`config.mk`:
```
export PLATFORM = sky130hd
export DESIGN_NAME = cam_frame_capture_ctrl
export DESIGN_NICKNAME = d
export VERILOG_FILES = /design/src/rtl/cam_frame_capture_ctrl.sv
export SDC_FILE = /design/constraint.sdc
export NUM_CORES = 1
export LEC_CHECK = 0
export CAP_MARGIN = 20
export CORE_UTILIZATION = 44
export DETAILED_ROUTE_END_ITERATION = 10
export GPL_ROUTABILITY_DRIVEN = 0
export PLACE_DENSITY = 0.76
export SETUP_SLACK_MARGIN = 0.1
export SLEW_MARGIN = 20
export SYNTH_ARGS = -nofsm -noshare
export SYNTH_HDL_FRONTEND = slang
export SYNTH_SLANG_ARGS = --single-unit
```
`constraint.sdc`:
```
create_clock -name CCD_PIXCLK -period 2.6 [get_ports CCD_PIXCLK]
set_input_delay 0.39 -clock CCD_PIXCLK [delete_from_list [all_inputs] [get_ports CCD_PIXCLK]]
set_output_delay 0.39 -clock CCD_PIXCLK [all_outputs]
set_load 0.01 [all_outputs]
```
`src/rtl/cam_frame_capture_ctrl.sv`:
```
// Camera frame capture controller: windows the camera pixel stream and emits linear frame-buffer writes.
// Optional macro CAM_CAPTURE_DECIMATE_EN keeps only even-offset pixels (2x2 decimation).
module cam_frame_capture_ctrl #(
  parameter logic [12:0] H_START  = 13'd160,
  parameter logic [12:0] V_START  = 13'd45,
  parameter int          H_ACTIVE = 640,
  parameter int          V_ACTIVE = 480
) (
  input  logic        CCD_PIXCLK,
  input  logic        RESET_SYS_N,
  input  logic        cap_start,
  input  logic        cap_continuous,
  input  logic        cap_abort,
  input  logic        CCD_FVAL,
  input  logic        sCCD_DVAL,
  input  logic [12:0] cam_xcont,
  input  logic [12:0] cam_ycont,
  input  logic [7:0]  cam_red,
  input  logic [7:0]  cam_green,
  input  logic [7:0]  cam_blue,
  input  logic        wr_ready,
  output logic        wr_en,
  output logic [18:0] wr_addr,
  output logic [23:0] wr_data,
  output logic        busy,
  output logic        frame_done,
  output logic        overrun,
  output logic [7:0]  frame_count
);

`ifdef CAM_CAPTURE_DECIMATE_EN
  localparam int NPIX = (H_ACTIVE / 2) * (V_ACTIVE / 2);
`else
  localparam int NPIX = H_ACTIVE * V_ACTIVE;
`endif
  localparam logic [18:0] ADDR_MAX = 19'(NPIX - 1);
  localparam logic [13:0] H_LO = {1'b0, H_START};
  localparam logic [13:0] H_HI = H_LO + 14'(H_ACTIVE);
  localparam logic [13:0] V_LO = {1'b0, V_START};
  localparam logic [13:0] V_HI = V_LO + 14'(V_ACTIVE);

  typedef enum logic [1:0] {S_IDLE, S_ARMED, S_CAPTURE, S_DONE} state_t;

  state_t      state_q, state_d;
  logic        fval_q;
  logic [18:0] addr_q, addr_d;
  logic        wr_en_q;
  logic [18:0] wr_addr_q;
  logic [23:0] wr_data_q;
  logic        overrun_q, overrun_d;
  logic [7:0]  fcnt_q, fcnt_d;
  logic        fval_rise, fval_fall, in_win, phase_ok, qual, clr_ovr;

  assign fval_rise = CCD_FVAL & ~fval_q;
  assign fval_fall = ~CCD_FVAL & fval_q;
  assign in_win = ({1'b0, cam_xcont} >= H_LO) && ({1'b0, cam_xcont} < H_HI) &&
                  ({1'b0, cam_ycont} >= V_LO) && ({1'b0, cam_ycont} < V_HI);
`ifdef CAM_CAPTURE_DECIMATE_EN
  // Offset parity from the window origin equals the xor of the low bits.
  assign phase_ok = ~(cam_xcont[0] ^ H_START[0]) & ~(cam_ycont[0] ^ V_START[0]);
`else
  assign phase_ok = 1'b1;
`endif
  assign qual = (state_q == S_CAPTURE) & sCCD_DVAL & in_win & phase_ok & ~cap_abort;

  always_comb begin
    state_d = state_q;
    addr_d  = addr_q;
    fcnt_d  = fcnt_q;
    clr_ovr = 1'b0;
    if (qual && addr_q != ADDR_MAX) addr_d = addr_q + 19'd1;
    if (cap_abort) begin
      state_d = S_IDLE;
    end else begin
      case (state_q)
        S_IDLE: if (cap_start) begin
          state_d = S_ARMED;
          addr_d  = '0;
          clr_ovr = 1'b1;
        end
        S_ARMED:   if (fval_rise) state_d = S_CAPTURE;
        S_CAPTURE: if (fval_fall) begin
          state_d = S_DONE;
          fcnt_d  = fcnt_q + 8'd1;
        end
        S_DONE: begin
          state_d = cap_continuous ? S_ARMED : S_IDLE;
          addr_d  = '0;
        end
        default: state_d = S_IDLE;
      endcase
    end
    // A dropped write is only visible as the registered strobe meeting a low ready.
    overrun_d = overrun_q | (wr_en_q & ~wr_ready);
    if (clr_ovr) overrun_d = 1'b0;
  end

  always_ff @(posedge CCD_PIXCLK) begin
    if (!RESET_SYS_N) begin
      state_q   <= S_IDLE;
      fval_q    <= 1'b0;
      addr_q    <= '0;
      wr_en_q   <= 1'b0;
      wr_addr_q <= '0;
      wr_data_q <= '0;
      overrun_q <= 1'b0;
      fcnt_q    <= '0;
    end else begin
      state_q   <= state_d;
      fval_q    <= CCD_FVAL;
      addr_q    <= addr_d;
      wr_en_q   <= qual;
      overrun_q <= overrun_d;
      fcnt_q    <= fcnt_d;
      if (qual) begin
        wr_addr_q <= addr_q;
        wr_data_q <= {cam_red, cam_green, cam_blue};
      end
    end
  end

  assign wr_en       = wr_en_q;
  assign wr_addr     = wr_addr_q;
  assign wr_data     = wr_data_q;
  assign busy        = (state_q == S_ARMED) || (state_q == S_CAPTURE);
  assign frame_done  = (state_q == S_DONE);
  assign overrun     = overrun_q;
  assign frame_count = fcnt_q;

endmodule
```
==> results of run 1 <==
path summary, 6_finish.rpt:
path	from	endpoint	slack (ps)	cells past startpoint
max	state_q[1]$_SDFFE_PP0P_	addr_q[10]$_SDFF_PN0_	230	7
min	wr_addr[17]$_SDFFE_PN0P_	wr_addr[17]$_SDFFE_PN0P_	500	2
min reg2reg	wr_addr[17]$_SDFFE_PN0P_	wr_addr[17]$_SDFFE_PN0P_	500	2
max reg2reg	state_q[1]$_SDFFE_PP0P_	addr_q[10]$_SDFF_PN0_	230	7
flip-flops by register name, indices dropped and copies added (netlist names):
name         count
addr_q          19
wr_data         24
wr_en            1
fval_q           1
overrun          1
frame_count      8
state_q          2
wr_addr         19
what timing repair did:
action                                  in CTS  in global routing
resized for setup                            1                  6
endpoints found under the setup margin       6                 14
pin swaps                                    0                  4
per-layer routing:
metal	share of wire, %	vias up
met5	0	-
li1	-	1350
met3	4.2	10
met4	1.2	0
met1	44	1246
met2	51	64
cells by family after synthesis:
kind of cell	Yosys count	synth area share (%)
multiplexers	42	13.5
buffers and inverters	25	3.42
AO/OA/AOI/OAI	22	4.67
adder cells (fa/ha/maj)	6	2.42
AND/OR/NAND/NOR	136	21.1
flip-flops	75	48.3
XOR/XNOR	23	6.48
cell usage in the layout (no fill, tap or decap), types with 2 or more instances in the layout:
| cell | n |
|---|---|
| clkdlybuf4s50_1 | 107 |
| nor2_1 | 76 |
| dfxtp_1 | 74 |
| mux2i_1 | 42 |
| xnor2_1 | 17 |
| nand2_1 | 12 |
| clkbuf_8 | 11 |
| buf_4 | 10 |
| a21oi_1 | 9 |
| inv_1 | 8 |
| nand3_1 | 7 |
| nor4_1 | 7 |
| xor2_1 | 6 |
| nor3_1 | 5 |
| ha_1 | 5 |
| nand4_1 | 4 |
| nor4b_1 | 4 |
| o21ai_0 | 3 |
| or3_1 | 3 |
| inv_2 | 2 |
| and3_1 | 2 |
| and4_1 | 2 |
| or4_1 | 2 |
| and2_1 | 2 |
| clkinv_2 | 2 |
power groups by stage:
| stage | Clock [mW] | Combinational, mW | Sequential (mW) |
|---|---|---|---|
| 4_1_cts | 0.934 | 0.142 | 1.15 |
| 3_5_place_dp | 0 | 0.141 | 1.18 |
| 6_report | 0.912 | 0.143 | 1.15 |
| 5_1_grt | 0.989 | 0.154 | 1.15 |
| 2_1_floorplan | 0 | 0.0411 | 1.18 |
| 3_3_place_gp | 0 | 0.138 | 1.18 |
worst max-delay path, delay by kind of cell, from the launching register on:
family                   cells  cell delay (ps)
flip-flops                   1              400
AND/OR/NAND/NOR              4             1090
adder cells (fa/ha/maj)      1              210
AO/OA/AOI/OAI                2              590
synthesized netlist by cell type, drive strengths merged:
cell type	count
dfxtp	75
o21ai	3
nor2b	2
nand2b	1
nor3b	1
a2111o	1
o211a	1
and3b	1
ha	6
a221oi	1
nand4	4
xnor2	17
buf	5
a211oi	1
mux2i	42
o31ai	2
nand2	12
o211ai	1
nand3	7
a21oi	9
nand3b	1
inv	10
nor3	6
or3	3
a311oi	1
nor4b	5
nor4	8
o311ai	1
and2	2
clkbuf	10
o21a	1
nor2	76
and4	2
xor2	6
or4	3
and3	2
stage by stage:
stage | hold WS (ps) | setup TNS, ps
2_1_floorplan | 454 | 0
3_3_place_gp | 473 | -1060
3_5_place_dp | 480 | -1630
4_1_cts | 499 | 0
5_1_grt | 528 | 0
6_report | 495 | 0
area by class of cell:
| cell class | instances | share of cell area [%] |
|---|---|---|
| clock inverters | 4 | 1.08 |
| well taps | 96 | 2.65 |
| multi-input cells | 229 | 33.6 |
| flip-flops and latches | 75 | 33.2 |
| repair buffers | 117 | 25.3 |
| clock buffers | 12 | 3.42 |
| inverters | 10 | 0.828 |
==> flow_summary_export.csv, run 1 <==
group,metric,value,unit
run_status,status,"finished, final reports clean",
power,power_density,487,mW/mm^2
cts,post_cts_buffers,0,
critical_path,worst_setup_path_end_kind,"flip-flop",
synthesis,yosysTopAreaCellShare,48.3,%
synthesis,ys_warn_count,0,
drt,viasPerCell,4.92,
grt,grt_util_met3,4.52,%
synthesis,avgSynthCellArea,9.44,sq um
cts,cts.sinks,75,
timing,setup_violations,0,
grt,grt-busiest-layer,"met2",
cts,clk_pin_slew_worst_paths,80,ps
timing,period_minus_slack,2370,ps
critical_path,crit_path_cell_trace,"ha_2 -> nor2b_4 -> nand3_1 -> a2111o_2 -> or4_4 -> or3_1 -> a21oi_1",
run,max-cap-violations,0,
synthesis,synthCells,329,
cts,clockBufferDepth,2,
placement,place_inst,527,
timing,finalMaxSlewViolations,0,
timing,clock_skew,14.2,ps
synthesis,ys_seq_area_share,48.3,%
timing,hold_violations,0,
cts,htreeDepth,3,
timing,fin_crit_sh,91.1,%
power,leakage,1.89,nW
cells_and_area,utilization,66.7,%
power,p_seq_share,52.2,%
critical_path,path_max_fanout,5,
cells_and_area,nets,506,
floorplan,core_area,0.00679,sq mm
cts,cts_tree,"built",
power,vdd_ir_drop_max,0.287,mV
cts,numCtsBuffers,9,
floorplan,die-area,0.00740,sq mm
cts,cts-hold-fix-buffers,0,
critical_path,cp-start-kind,"flip-flop",
cells_and_area,drive_above_1_share,8.05,%
drt,wl,6990,microns
cts,root_buffer,"clkbuf_8",
synthesis,post_synth_num_cell_types,41,
floorplan,die_w,86.0,microns
grt,grt_start_max_net_pins,35,
critical_path,critical_path_class,"reg2reg",
synthesis,ys_ff_latch,75,
cells_and_area,finalNonFillerCells,543,
grt,grt_use_met1,23.2,%
floorplan,ioPinCount,113,
synthesis,synth_area,0.00311,sq mm
power,p_int,1.73,mW
placement,io_buffer_count,107,
grt,grt_pass1_wl,11700,microns
timing,rsz0062_at_grt,"false",
floorplan,num_rows,30,
synthesis,ys_top_cells_by_area,"dfxtp_1, mux2i_1, nor2_1",
cells_and_area,multi_input_area,0.00152,sq mm
drt,drtIter0Drc,132,
cts,clock_latency,340,ps
power,combPwrFrac,6.5,%
drt,dr.pass1.iters,6,
floorplan,start_util,45.7,%
power,p_switching,473,uW
grt,overflow,0,
drt,postRouteAntennaNets,0,
placement,pre_cts_ws,-172,ps
critical_path,arrival,2640,ps
critical_path,cpPeakStageDelay,530,ps
hold_path,hold_class,"reg2reg",
cells_and_area,antenna_cells,0,
drt,avgRoutedWirePerCell,12.9,microns
drt,drc,0,
cells_and_area,fill_cells,565,
synthesis,syn_nets,393,
grt,grt_pass1_vias,2626,
timing,fmax,422,MHz
power,clkPwrFrac,41.3,%
cells_and_area,seq_area,0.00150,sq mm
critical_path,cpMaxStageDelayCell,"or4_4",
grt,globalRouteTotalUtil,19.7,%
drt,via_count,2670,
floorplan,die_height,86.0,microns
placement,placed_area,0.00431,sq mm
power,switching_share,21.4,%
synthesis,synth_top_area_cell,"dfxtp_1",
grt,antenna_found_initial,0,
cells_and_area,area_delta_synth_final,45.8,%
timing,setup_ws,232,ps
cells_and_area,finalInstanceArea,0.00453,sq mm
power,power,2.21,mW
timing,slew_headroom,61.1,%
placement,hpwlAfterDp,4970,microns
grt,gr-usage-met2,35.1,%
critical_path,cp.required,2870,ps
timing,worstMarginPinSlew,583,ps
(Power assumes the default switching activity.)
==> run 2: changes to the inputs <==
--- a/config.mk
+++ b/config.mk
@@ -6,10 +6,10 @@
 export NUM_CORES = 1
 export LEC_CHECK = 0
 export CAP_MARGIN = 20
-export CORE_UTILIZATION = 44
+export CORE_UTILIZATION = 40
 export DETAILED_ROUTE_END_ITERATION = 10
 export GPL_ROUTABILITY_DRIVEN = 0
-export PLACE_DENSITY = 0.76
+export PLACE_DENSITY = 0.73
 export SETUP_SLACK_MARGIN = 0.1
 export SLEW_MARGIN = 20
 export SYNTH_ARGS = -nofsm -noshare
==> constraint.sdc (replaced) <==
create_clock -name CCD_PIXCLK -period 2 [get_ports CCD_PIXCLK]
set_input_delay 0.3 -clock CCD_PIXCLK [delete_from_list [all_inputs] [get_ports CCD_PIXCLK]]
set_output_delay 0.3 -clock CCD_PIXCLK [all_outputs]
set_load 0.01 [all_outputs]
==> flow_summary_export.csv, run 2 (synthesis results as in run 1) <==
group,metric,value,unit
run_status,status,"finished with violations",
run_status,violations,"negative setup slack",
grt,antenna_found_initial,0,
run,max-cap-violations,0,
timing,slew_headroom,69.1,%
timing,fmax,451,MHz
cells_and_area,utilization,69.3,%
grt,grt_pass1_wl,12900,microns
cts,cts_tree,"built",
timing,worstMarginPinSlew,462,ps
timing,clock_skew,10.0,ps
grt,overflow,0,
cts,htreeDepth,3,
power,vdd_ir_drop_max,0.332,mV
cts,clockBufferDepth,2,
cts,clock_latency,350,ps
timing,fin_crit_sh,111,%
critical_path,crit_start,"cam_ycont[5]",
cells_and_area,final_common_cell,"clkdlybuf4s50_1",
cts,numCtsBuffers,9,
drt,postRouteAntennaNets,0,
cells_and_area,drive_above_1_share,18.1,%
cells_and_area,nets,530,
floorplan,die-area,0.00812,sq mm
timing,finalMaxSlewViolations,0,
critical_path,cp-start-kind,"primary input",
critical_path,cp.required,2280,ps
critical_path,reg2reg_slack,-190,ps
cts,clk_pin_slew_worst_paths,80,ps
floorplan,num_rows,31,
grt,grt_pass1_vias,2877,
cells_and_area,largest_register_ffs,24,
timing,rsz0062_at_grt,"true",
critical_path,arrival,2500,ps
floorplan,die_height,90.1,microns
critical_path,crit_end,"addr_q[10]$_SDFF_PN0_",
grt,grt_start_max_net_pins,38,
drt,dr.max_layer_used,"met4",
timing,setup_violations,44,
grt,globalRouteTotalUtil,19.5,%
drt,routed-wl-met3,427,microns
drt,drt-met1-wl,3440,microns
drt,dr.pass1.iters,4,
timing,setup_ws,-219,ps
power,power_density,567,mW/mm^2
floorplan,core_area,0.00737,sq mm
placement,io_buffer_count,107,
drt,drtIter0Drc,81,
drt,wl_met2,4030,microns
power,leakage,2.17,nW
drt,via_count,2828,
drt,drc,0,
hold_path,min-delay-start,"wr_addr[10]$_SDFFE_PN0P_",
cells_and_area,area_delta_synth_final,64.4,%
timing,period_minus_slack,2220,ps
cells_and_area,layout_common_cells,"clkdlybuf4s50_1, nor2_1, dfxtp_1",
floorplan,ioPinCount,113,
timing,hold_violations,0,
critical_path,critical_path_class,"in2reg",
critical_path,path_max_fanout,6,
critical_path,worst_setup_path_end_kind,"flip-flop",
cts,root_buffer,"clkbuf_8",
critical_path,ff2ff_path_depth,8,
placement,hpwlAfterDp,5430,microns
hold_path,hold_class,"reg2reg",
critical_path,timing.rr.end,"addr_q[10]$_SDFF_PN0_",
cts,cts-hold-fix-buffers,0,
drt,wl,8050,microns
drt,avgRoutedWirePerCell,14.1,microns
cts,cts.sinks,75,
drt,viasPerCell,4.97,
timing,fin_setup_tns,-4110,ps
floorplan,die_w,90.1,microns
floorplan,start_util,42.2,%
cells_and_area,antenna_cells,0,
critical_path,rr_startpoint,"state_q[0]$_SDFFE_PP0P_",
[run 2: final cells by class]
| cell class | instances | area [sq um] |
|---|---|---|
| Inverter | 10 | 37.5 |
| Multi-Input combinational cell | 229 | 1800 |
| Tap cell | 99 | 124 |
| Timing Repair Buffer | 141 | 1440 |
| Clock buffer | 11 | 151 |
| Sequential cell | 75 | 1500 |
| Clock inverter | 4 | 50.0 |
| Fill cell | 584 | 2260 |
[run 2: worst min-delay path by stage]
stage,to,cells past startpoint
2_1_floorplan,overrun$_SDFF_PP0_,1
3_3_place_gp,wr_addr[10]$_SDFFE_PN0P_,2
3_5_place_dp,wr_addr[10]$_SDFFE_PN0P_,2
4_1_cts,wr_addr[10]$_SDFFE_PN0P_,2
5_1_grt,wr_data[18]$_SDFFE_PN0P_,2
6_report,wr_addr[10]$_SDFFE_PN0P_,2
[run 2: per-layer routing]
metal  vias up  global-route usage, %
li1       1405                      -
met1      1335                   22.6
met2        72                   33.7
met3        16                   5.08
met4         0                   8.33
met5         -                      0
[run 2: power breakdown]
group	total, mW	internal, mW	switching [mW]
logic	0.202	0.123	0.0781
registers	1.50	1.50	0.00220
clock network	1.20	0.636	0.563
[run 2: through the flow]
step	std cells	hold WS (ps)	area (sq um)	power, mW	setup WS [ps]
floorplan	329	419	3200	1.59	-4.97
global placement	545	473	4530	1.72	-522
detailed placement	545	483	4530	1.73	-552
CTS	561	501	4870	2.90	-156
global route	569	535	5110	3.00	-269
finish	569	497	5110	2.90	-219
[run 2: critical path, cell delays in order]
cell and delay, ps:
clkdlybuf4s50_1 500, inv_1 60, o211a_1 230, a2111o_2 500
or4_4 440, or3_1 320, a21oi_1 160
[run 2: timing repair]
action,4_1_cts,5_1_grt
pin swaps,2,34
buffers inserted,1,6
endpoints found under the setup margin,50,58
gates cloned,0,2
resized for setup,31,27
==> run 3: changes to the inputs <==
--- a/config.mk
+++ b/config.mk
@@ -6,10 +6,10 @@
 export NUM_CORES = 1
 export LEC_CHECK = 0
 export CAP_MARGIN = 20
-export CORE_UTILIZATION = 40
+export CORE_UTILIZATION = 48
 export DETAILED_ROUTE_END_ITERATION = 10
 export GPL_ROUTABILITY_DRIVEN = 0
-export PLACE_DENSITY = 0.73
+export PLACE_DENSITY = 0.82
 export SETUP_SLACK_MARGIN = 0.1
 export SLEW_MARGIN = 20
 export SYNTH_ARGS = -nofsm -noshare
==> constraint.sdc (replaced) <==
create_clock -name CCD_PIXCLK -period 2.8 [get_ports CCD_PIXCLK]
set_input_delay 0.42 -clock CCD_PIXCLK [delete_from_list [all_inputs] [get_ports CCD_PIXCLK]]
set_output_delay 0.42 -clock CCD_PIXCLK [all_outputs]
set_load 0.01 [all_outputs]
==> flow_summary_export.csv, run 3 (synthesis results as in run 1) <==
group,metric,value,unit
run_status,status,"finished, final reports clean",
critical_path,worst_setup_path_end_kind,"flip-flop",
power,p_int,1.56,mW
critical_path,arrival,2810,ps
critical_path,cp.required,3080,ps
critical_path,path_max_fanout,4,
drt,viasPerCell,5.15,
timing,hold_violations,0,
timing,fin_crit_sh,90.4,%
drt,avgRoutedWirePerCell,13.3,microns
critical_path,ff2ff_path_depth,8,
cells_and_area,drive_above_1_share,6.97,%
timing,fmax,395,MHz
power,leakage,1.87,nW
power,combPwrFrac,6.6,%
cts,clockBufferDepth,2,
power,clkPwrFrac,40.2,%
power,p_switching,453,uW
timing,slew_headroom,76.5,%
critical_path,critical_path_class,"reg2reg",
placement,hpwlAfterDp,5060,microns
critical_path,reg2reg_slack,270,ps
drt,drc,0,
floorplan,start_util,51.0,%
timing,clock_skew,5.64,ps
cts,numCtsBuffers,9,
cts,clk_pin_slew_worst_paths,80,ps
timing,rsz0062_at_grt,"false",
floorplan,die_w,82.5,microns
grt,grt_start_max_net_pins,40,
power,p_seq_share,53.1,%
cells_and_area,layout_common_cells,"clkdlybuf4s50_1, nor2_1, dfxtp_1",
power,power,2.01,mW
grt,overflow,0,
timing,fin_setup_tns,0,ps
hold_path,hold_class,"reg2reg",
run,max-cap-violations,0,
timing,period_minus_slack,2530,ps
critical_path,rr_startpoint,"state_q[0]$_SDFFE_PP0P_",
floorplan,die_height,82.5,microns
grt,antenna_found_initial,0,
floorplan,die-area,0.00680,sq mm
timing,setup_violations,0,
drt,drtIter0Drc,98,
cells_and_area,largest_register_ffs,24,
cells_and_area,nets,504,
cts,cts.sinks,75,
grt,grt_pass1_wl,11400,microns
cells_and_area,antenna_cells,0,
floorplan,core_area,0.00610,sq mm
drt,dr.pass1.iters,4,
critical_path,timing.rr.end,"addr_q[10]$_SDFF_PN0_",
power,power_density,449,mW/mm^2
critical_path,crit_start,"state_q[0]$_SDFFE_PP0P_",
cts,htreeDepth,3,
drt,postRouteAntennaNets,0,
grt,grt_pass1_vias,2615,
cts,clock_latency,350,ps
cells_and_area,area_delta_synth_final,44.2,%
floorplan,num_rows,28,
power,vdd_ir_drop_max,0.370,mV
drt,via_count,2677,
timing,finalMaxSlewViolations,0,
cts,root_buffer,"clkbuf_8",
power,switching_share,22.5,%
drt,wl,6900,microns
floorplan,ioPinCount,113,
grt,globalRouteTotalUtil,22.4,%
critical_path,cp-start-kind,"flip-flop",
cells_and_area,fill_cells,459,
critical_path,crit_end,"addr_q[10]$_SDFF_PN0_",
placement,io_buffer_count,107,
cts,cts_tree,"built",
cells_and_area,final_common_cell,"clkdlybuf4s50_1",
timing,worstMarginPinSlew,350,ps
run 3: cell count changes in the layout (fill, tap and decap cells not counted), sizes merged:
cell	before	now
buf	32	8
clkdlybuf4s50	99	107
dlygate4sd2	5	0
clkbuf	13	9
clkinv	1	4
dlymetal6s2s	3	0
run 3: final cells by class:
class / instances / area [sq um] / share of cell area (%)
clock inverter: 7 / 68.8 / 1.54
sequential: 75 / 1500 / 33.5
timing repair buffer: 115 / 1140 / 25.5
tap: 75 / 93.8 / 2.09
multi-input combinational: 229 / 1510 / 33.7
clock buffer: 9 / 124 / 2.76
inverter: 10 / 37.5 / 0.838
run 3: power by group through the flow:
stage	combinational (mW)	sequential, mW	clock (mW)
2_1_floorplan	0.0382	1.09	0
3_3_place_gp	0.129	1.09	0
3_5_place_dp	0.133	1.09	0
4_1_cts	0.134	1.07	0.827
5_1_grt	0.144	1.07	0.872
6_report	0.133	1.07	0.810
run 3: per-stage QoR:
stage	std cells	instance area (sq um)	util, %	setup slack, ps	hold WS [ps]
2_1_floorplan	329	3110	-	593	454
3_3_place_gp	504	4280	70.2	7.51	469
3_5_place_dp	504	4280	70.2	-32.7	480
4_1_cts	520	4470	73.4	238	493
5_1_grt	520	4480	73.5	103	525
6_report	520	4480	73.5	270	492
run 3: metal layers:
| layer | part of all wire (%) | GRT usage, % |
|---|---|---|
| met5 | 0 | 0 |
| met1 | 43 | 23.9 |
| met2 | 49 | 40.0 |
| met3 | 5.7 | 6.48 |
| met4 | 2.4 | 11.2 |
run 3: worst max-delay path, stage by stage (launching register included):
cell and delay (ps):
dfxtp_1 340, inv_1 130, ha_1 180, nor2b_1 210, nand3_1 120, a2111o_2 500
or4_4 520, or3_1 320, a21oi_1 140
run 3: worst min-delay path by stage:
stage,from,end,slack (ps),cells after the start
after floorplan,addr_q[12]$_SDFF_PN0_,addr_q[12]$_SDFF_PN0_,450,2
after global placement,wr_addr[11]$_SDFFE_PN0P_,wr_addr[11]$_SDFFE_PN0P_,470,2
after detailed placement,wr_addr[11]$_SDFFE_PN0P_,wr_addr[11]$_SDFFE_PN0P_,480,2
after CTS,addr_q[12]$_SDFF_PN0_,addr_q[12]$_SDFF_PN0_,490,2
after global routing,wr_addr[10]$_SDFFE_PN0P_,wr_addr[10]$_SDFFE_PN0P_,520,2
final,addr_q[12]$_SDFF_PN0_,addr_q[12]$_SDFF_PN0_,490,2
run 3: timing repair:
| action | CTS | global route |
|---|---|---|
| setup buffers | 0 | 0 |
| resized for setup | 0 | 1 |
| endpoints found under the setup margin | 0 | 1 |
| hold buffers | 0 | 0 |
